## src/rtl/jtframe_neptuno_joy_if.sv

```systemverilog
// NeptUNO DB9 joystick shift-register pins (74HC165 chain plus Mega Drive select line).
// The master side is the scanner; the slave side is the shift-register chain.
interface jtframe_neptuno_joy_if;
  logic JOY_DATA;
  logic JOY_CLK;
  logic JOY_LOAD;
  logic JOY_SELECT;

  modport master (input JOY_DATA, output JOY_CLK, output JOY_LOAD, output JOY_SELECT);
  modport slave  (output JOY_DATA, input JOY_CLK, input JOY_LOAD, input JOY_SELECT);
endinterface

```

## src/rtl/jtframe_neptuno_joy.sv

```systemverilog
// Continuous two-phase DB9 joystick scanner for the NeptUNO board.
// Reads the 16-bit 74HC165 chain with SELECT high and then low, and decodes Atari sticks and MD 3-button pads.
module jtframe_neptuno_joy #(
  parameter int unsigned CLKDIV = 16,
  parameter int unsigned SETTLE = 8
) (
  input  logic                        clk,
  input  logic                        rst,
  jtframe_neptuno_joy_if.master       pins,
  output logic [7:0]                  joy1,
  output logic [7:0]                  joy2,
  output logic                        md1,
  output logic                        md2,
  output logic                        scan_done
);

  localparam int unsigned CW = (CLKDIV > 1) ? $clog2(CLKDIV) : 1;
  localparam int unsigned SW = $clog2(SETTLE + 1);

  typedef enum logic [1:0] {ST_SETTLE, ST_LOAD, ST_SHIFT, ST_UPDATE} state_t;

  state_t        state;
  logic [CW-1:0] cnt;
  logic [SW-1:0] scnt;
  logic [3:0]    bitn;
  logic          half;
  logic          phase_lo;
  logic [15:0]   sr;
  logic [15:0]   hi_raw;
  logic          tick;
  logic [15:0]   sr_next;

  assign tick    = (cnt == CW'(CLKDIV - 1));
  assign sr_next = {sr[14:0], pins.JOY_DATA};

  // Decode one port: {md, start, A, C, B, right, left, down, up}
  function automatic logic [8:0] decode(input logic [7:0] hi, input logic [7:0] lo);
    logic md;
    md = ~lo[3] & ~lo[2];
    return {md, (md ? lo[5] : 1'b1), (md ? lo[4] : 1'b1), hi[5], hi[4], hi[3:0]};
  endfunction

  always_ff @(posedge clk) begin
    if (rst) begin
      state           <= ST_SETTLE;
      cnt             <= '0;
      scnt            <= '0;
      bitn            <= '0;
      half            <= 1'b0;
      phase_lo        <= 1'b0;
      sr              <= '1;
      hi_raw          <= '1;
      joy1            <= 8'hFF;
      joy2            <= 8'hFF;
      md1             <= 1'b0;
      md2             <= 1'b0;
      scan_done       <= 1'b0;
      pins.JOY_CLK    <= 1'b0;
      pins.JOY_LOAD   <= 1'b1;
      pins.JOY_SELECT <= 1'b1;
    end else begin
      scan_done <= 1'b0;
      // The tick counter pauses during the single-cycle UPDATE state
      if (state != ST_UPDATE) cnt <= tick ? '0 : cnt + CW'(1);
      case (state)
        ST_SETTLE: if (tick) begin
          pins.JOY_CLK <= 1'b0;
          if (scnt == SW'(SETTLE - 1)) begin
            scnt          <= '0;
            pins.JOY_LOAD <= 1'b0;
            state         <= ST_LOAD;
          end else begin
            scnt <= scnt + SW'(1);
          end
        end
        ST_LOAD: if (tick) begin
          pins.JOY_LOAD <= 1'b1;
          bitn          <= '0;
          half          <= 1'b0;
          state         <= ST_SHIFT;
        end
        ST_SHIFT: if (tick) begin
          if (!half) begin
            pins.JOY_CLK <= 1'b0;
            half         <= 1'b1;
          end else begin
            // Sample the current serial bit, then clock the chain to the next one
            half         <= 1'b0;
            pins.JOY_CLK <= 1'b1;
            sr           <= sr_next;
            bitn         <= bitn + 4'd1;
            if (bitn == 4'd15) begin
              if (phase_lo) begin
                state <= ST_UPDATE;
              end else begin
                hi_raw          <= sr_next;
                phase_lo        <= 1'b1;
                pins.JOY_SELECT <= 1'b0;
                state           <= ST_SETTLE;
              end
            end
          end
        end
        ST_UPDATE: begin
          {md1, joy1}     <= decode(hi_raw[15:8], sr[15:8]);
          {md2, joy2}     <= decode(hi_raw[7:0], sr[7:0]);
          scan_done       <= 1'b1;
          phase_lo        <= 1'b0;
          pins.JOY_SELECT <= 1'b1;
          state           <= ST_SETTLE;
        end
        default: state <= ST_SETTLE;
      endcase
    end
  end

endmodule

```

## src/flat_wrapper.sv

```systemverilog
// flat-port wrapper written by rule: the top's interface ports become plain ports
module jtframe_neptuno_joy_flat 
#(
  parameter int unsigned CLKDIV = 16,
  parameter int unsigned SETTLE = 8
)
  (clk, rst, joy1, joy2, md1, md2, scan_done, pins_JOY_DATA, pins_JOY_CLK, pins_JOY_LOAD, pins_JOY_SELECT);
  jtframe_neptuno_joy_if pins_i ();
  input  logic clk;
  input  logic rst;
  output logic [7:0] joy1;
  output logic [7:0] joy2;
  output logic md1;
  output logic md2;
  output logic scan_done;
  input wire logic [$bits(pins_i.JOY_DATA)-1:0] pins_JOY_DATA;
  output wire logic [$bits(pins_i.JOY_CLK)-1:0] pins_JOY_CLK;
  output wire logic [$bits(pins_i.JOY_LOAD)-1:0] pins_JOY_LOAD;
  output wire logic [$bits(pins_i.JOY_SELECT)-1:0] pins_JOY_SELECT;
  assign pins_i.JOY_DATA = pins_JOY_DATA;
  assign pins_JOY_CLK = pins_i.JOY_CLK;
  assign pins_JOY_LOAD = pins_i.JOY_LOAD;
  assign pins_JOY_SELECT = pins_i.JOY_SELECT;
  jtframe_neptuno_joy #(.CLKDIV(CLKDIV), .SETTLE(SETTLE)) u_core (.clk(clk), .rst(rst), .pins(pins_i), .joy1(joy1), .joy2(joy2), .md1(md1), .md2(md2), .scan_done(scan_done));
endmodule
```

## config.mk

```make
export PLATFORM = sky130hd
export DESIGN_NAME = jtframe_neptuno_joy_flat
export DESIGN_NICKNAME = d
export VERILOG_FILES = /design/src/rtl/jtframe_neptuno_joy_if.sv /design/src/rtl/jtframe_neptuno_joy.sv /design/src/flat_wrapper.sv
export SDC_FILE = /design/constraint.sdc
export NUM_CORES = 1
export LEC_CHECK = 0
export CAP_MARGIN = 10
export CORE_MARGIN = 1.5
export CORE_UTILIZATION = 50
export CTS_CLUSTER_DIAMETER = 150
export DETAILED_ROUTE_END_ITERATION = 10
export GPL_TIMING_DRIVEN = 0
export HOLD_SLACK_MARGIN = 0.06
export MAX_ROUTING_LAYER = met4
export PLACE_DENSITY = 0.71
export SLEW_MARGIN = 20
export SYNTH_ARGS = -nofsm -noshare
export SYNTH_HDL_FRONTEND = slang
export SYNTH_SLANG_ARGS = --single-unit
```

## constraint.sdc

```tcl
create_clock -name clk -period 4.39 [get_ports clk]
set_input_delay 0.439 -clock clk [delete_from_list [all_inputs] [get_ports clk]]
set_output_delay 0.439 -clock clk [all_outputs]
set_load 0.01 [all_outputs]
```

# After elaboration in Yosys (flattened, before gate mapping)
# Index checks and enable logic that the tools add are counted.
[totals]
input_bits = 3
output_inout_bits = 22
regBits = 66
[op_classes]
mux = 39
eq_ne = 14
n_addsub = 3
reduce_logical = 15
bitwise = 7
[op_table]
columns = ["op", "count"]
rows = [
  ["1-bit 2-to-1 mux", 20],
  ["4-bit 2-to-1 mux", 5],
  ["2-bit 2-to-1 mux", 7],
  ["4-bit by 1-bit adder with 4-bit output (second input constant)", 3],
  ["2-bit by 1-bit != test with 1-bit output (second input constant)", 6],
  ["4-bit AND reduction", 3],
  ["1-bit one-hot mux with 2 select lines", 5],
  ["5-bit AND reduction", 2],
  ["3-bit AND reduction", 3],
  ["4-bit equality test (second input constant)", 2],
  ["2-bit one-hot mux with 4 select lines", 1],
  ["4-bit one-hot mux with 2 select lines", 1],
  ["2-bit nonzero test", 4],
  ["6-bit AND reduction", 1],
  ["1-bit NOT", 5],
  ["2-bit equality test (second input constant)", 2],
  ["4-bit by 3-bit equality test with 1-bit output (second input constant)", 1],
  ["2-bit != test (second input constant)", 2],
  ["1-bit bitwise AND", 2],
  ["2-bit by 1-bit equality test with 1-bit output (second input constant)", 1],
  ["2-bit logical NOT", 1],
  ["2-bit AND reduction", 1],
]

# Depth between registers and ports, before layout
[logic_depth]
word_depth = 5
ltp_mapped = 6

# Least setup slack after synthesis
# Ideal clock, no wire load.
[synth_path]
path_kind = "reg-to-reg"
startpoint = "reg u_core.cnt[0]"
endpoint = "reg u_core.hi_raw[1]"
arrival_time_ps = 1471
period_less_slack_ps = 1591
path_stages_with_launch = 7
path_slack_ps = 2799
required_time_ps = 4270
n_path_buf = 2
path_cell_list = "dfxtp_1 ha_1 nand3_2 or3_1 buf_6 buf_12 mux2i_1"
[synth_via]
elab_chain_len = 2
[synth_lines]
columns = ["item", "line", "rtl"]
rows = [
  ["from (decl)", "jtframe_neptuno_joy.sv:23", "logic [CW-1:0] cnt;"],
  ["from (signal assigned)", "jtframe_neptuno_joy.sv:64", "if (state != ST_UPDATE) cnt <= tick ? '0 : cnt + CW'(1);"],
  ["4-bit equality test", "jtframe_neptuno_joy.sv:33", "assign tick = (cnt == CW'(CLKDIV - 1));"],
  ["5-bit AND reduction (no line)", "--", ""],
  ["to (signal assigned)", "jtframe_neptuno_joy.sv:96", "hi_raw <= sr_next;"],
  ["to (decl)", "jtframe_neptuno_joy.sv:29", "logic [15:0] hi_raw;"],
]
# Every way passes these cells.
# A chain may end at the register's enable or synchronous reset.

# Final worst setup path
[layout_path]
startpoint = "reg u_core.cnt[0]"
endpoint = "reg u_core.hi_raw[3]"
# The elaborated chain is that of the path after synthesis.

==> metrics.yaml <==
dp_hpwl_um: 4390
numCtsBuffers: 9
grt_max_degree: 11
fin_crit_ns: 1.80
start_util_pct: 52.3
insertion_delay_ns: 0.35
skew_ns: 0.00970
relSlewSlack_pct: 61.5
hold_path_class: "flip-flop to flip-flop"
ant_nets: 0
use_met3_pct: 4.55
vias: 2378
cts_sinks: 64
yosys_warnings: 0
p_per_area_nw_per_um2: 349
vdd_drop_max_uv: 188
core.rowCount: 26
io_buffers: 23
ys_ff_latch: 64
cp_cell_sequence: "ha_1 > nand3_2 > or3_1 > buf_6 > buf_12 > mux2i_1"
cts-hold-fix-buffers: 0
die_area_sq_um: 5820
antennaDiodeCount: 0
ios: 25
arrival_ns: 2.03
cts_tree: "yes"
grt_pass1_vias: 2299
multi_input_area_sq_um: 1260
drc: 0
viasPerCell: 5.57
setup_viol: 0
synth.net_count: 325
hold_viol: 0
clockBufferDepth: 2
grt_overflow: 0
met1_usage_pct: 33.9
post_drt_wl_per_cell_um: 15.2
nFillCells: 508
wirelength_um: 6470
drv_cap: 0
use_met2_pct: 37.3
rsz0062_at_grt: "false"
drive_gt1_share_pct: 7.28
coreArea_sq_um: 5140
clkTransAtPathRegs_ns: 0.07
grt_pass1_wl_um: 11200
cp_max_fo: 10
slowest_stage: "or3_1"
top_usage_layer: "met2"
p_leak_nw: 1.30
synthDistinctLibCells: 41
end_kind: "flip-flop"
finalCritPeriodShare_pct: 41.0
die_width_um: 76.3
p_total_mw: 1.11
antenna_found_initial: 0
cts_setup_buffers: 0
synthCells: 319
nNetsFinal: 359
start_kind: "flip-flop"
synth.avg_cell_area_sq_um: 8.42
worst_pin_slew_ns: 0.577
worstPathRequired_ns: 4.63
drt_iter0_markers: 177
finalSetupTns_ns: 0
final_util_pct: 62.1
drt-pass1-iter-count: 4
die_y_um: 76.3
worstSetupPathType: "flip-flop to flip-flop"
outcome: "finished clean"
critPathMaxStageDelay_ns: 0.41
htreeDepth: 3
cts_resized: 0
regArea_sq_um: 1280
seq_area_frac_synth_pct: 47.7
cts-root-buf: "clkbuf_8"
gp_congestion: 0.854
grt_usage_pct: 25.3
drv_slew: 0
syn2layout_area_growth_pct: 18.8
netlist_area_sq_um: 2690
fmax_mhz: 556
-- cells in the final DEF (no fill, tap or decap), types with 2 or more instances in the layout --
cell type	netlist	final
a21oi_1	9	9
a31oi_1	3	3
buf_2	6	6
buf_6	2	2
clkbuf_1	17	18
clkbuf_8	0	10
clkdlybuf4s50_1	0	23
clkinv_2	0	3
dfxtp_1	64	64
ha_1	3	3
inv_1	2	2
mux2i_1	14	14
nand2_1	39	39
nand2b_1	2	2
nand3_1	50	50
nand4_1	4	4
nand4b_1	3	3
nor2_1	38	38
nor2b_1	3	3
nor4_1	4	4
o211ai_1	5	5
o21ai_0	25	25
o41ai_1	2	2
or3_1	4	4
-- cells in the mapped netlist --
master	count	area (sq um)
a211oi_1	1	7.51
a21boi_0	1	7.51
a21oi_1	9	45.0
a2bb2oi_1	1	8.76
a311oi_1	1	8.76
a31oi_1	3	18.8
a41oi_1	1	8.76
and2_1	1	6.26
and3_1	1	6.26
and3b_1	1	8.76
and4_1	1	8.76
and4b_1	1	10.0
buf_12	1	20.0
buf_2	6	30.0
buf_6	2	22.5
clkbuf_1	17	63.8
clkinv_1	1	3.75
dfxtp_1	64	1280
ha_1	3	37.5
inv_1	2	7.51
mux2_2	1	11.3
mux2i_1	14	140
nand2_1	39	146
nand2b_1	2	12.5
nand3_1	50	250
nand3_2	1	10.0
nand3b_4	1	20.0
nand4_1	4	25.0
nand4b_1	3	26.3
nor2_1	38	143
nor2b_1	3	18.8
nor4_1	4	25.0
o2111ai_1	1	8.76
o211ai_1	5	37.5
o21a_1	1	7.51
o21ai_0	25	125
o311ai_0	1	8.76
o31ai_1	1	7.51
o41ai_1	2	17.5
or3_1	4	25.0
xnor2_1	1	8.76
-- flip-flops by register name, summed over array words and instances, names as in the netlist --
| name | count |
|---|---|
| u_core.md2 | 1 |
| u_core.joy1 | 8 |
| u_core.pins.JOY_LOAD | 1 |
| u_core.scnt | 4 |
| u_core.state | 2 |
| u_core.scan_done | 1 |
| u_core.half | 1 |
| u_core.bitn | 4 |
| u_core.pins.JOY_CLK | 1 |
| u_core.sr | 14 |
| u_core.hi_raw | 12 |
| u_core.pins.JOY_SELECT | 1 |
| u_core.phase_lo | 1 |
| u_core.cnt | 4 |
| u_core.joy2 | 8 |
| u_core.md1 | 1 |
-- worst paths after layout --
kind / from / slack (ns) / to / cells past startpoint
max reg2reg: u_core.cnt[0]$_SDFFE_PP0N_ / 2.59 / u_core.hi_raw[3]$_SDFFE_PP1P_ / 6
min: u_core.md1$_SDFFE_PP0P_ / 0.45 / u_core.md1$_SDFFE_PP0P_ / 2
max: u_core.cnt[0]$_SDFFE_PP0N_ / 2.59 / u_core.hi_raw[3]$_SDFFE_PP1P_ / 6
min reg2reg: u_core.md1$_SDFFE_PP0P_ / 0.45 / u_core.md1$_SDFFE_PP0P_ / 2
-- power by group --
group | internal [mW] | switching (mW)
sequential | 0.585 | 0.00473
combinational | 0.00959 | 0.0224
clock | 0.272 | 0.222
total | 0.866 | 0.249
-- layer usage --
metal  share of wire (%)  vias to the layer above
li1                    -                     1192
met1                  49                     1107
met2                  43                       67
met3                 6.1                       12
met4                 1.8                        0
met5                   0                        -
-- critical path, delay by kind of cell (launching register included) --
family	cells	cell delay (ns)
and+or+nand+nor	2	0.56
DFF	1	0.40
adders and majority gates	1	0.33
buffers and inverters	2	0.29
muxes	1	0.12
-- through the flow --
step / hold slack, ns / instances / instance area (sq um) / worst slack, ns
floorplan: 0.441 / 319 / 2690 / 2.80
global placement: 0.443 / 412 / 3000 / 2.59
detailed placement: 0.449 / 412 / 3000 / 2.58
CTS: 0.458 / 427 / 3190 / 2.60
global route: 0.490 / 427 / 3190 / 2.47
finish: 0.453 / 427 / 3190 / 2.59
-- layout make-up --
class | count | share of cell area, %
plain buffers | 26 | 4.27
clock buffers | 11 | 4.43
clock inverters | 4 | 1.41
inverters | 3 | 0.353
multi-input cells | 226 | 39.4
flip-flops and latches | 64 | 40.2
well taps | 70 | 2.75
repair buffers | 23 | 7.22
-- logic make-up (layout without fill, tap and decap cells) --
| logic type | Yosys count | after routing | share of synthesized area, % |
|---|---|---|---|
| compound gates | 53 | 53 | 11.8 |
| simple gates | 154 | 154 | 27.6 |
| mux | 15 | 15 | 5.64 |
| xor+xnor | 1 | 1 | 0.326 |
| fa+ha+maj | 3 | 3 | 1.40 |
| flops | 64 | 64 | 47.7 |
| buf+inv | 29 | 67 | 5.50 |
No activity file was read; power rests on OpenSTA's default activity.
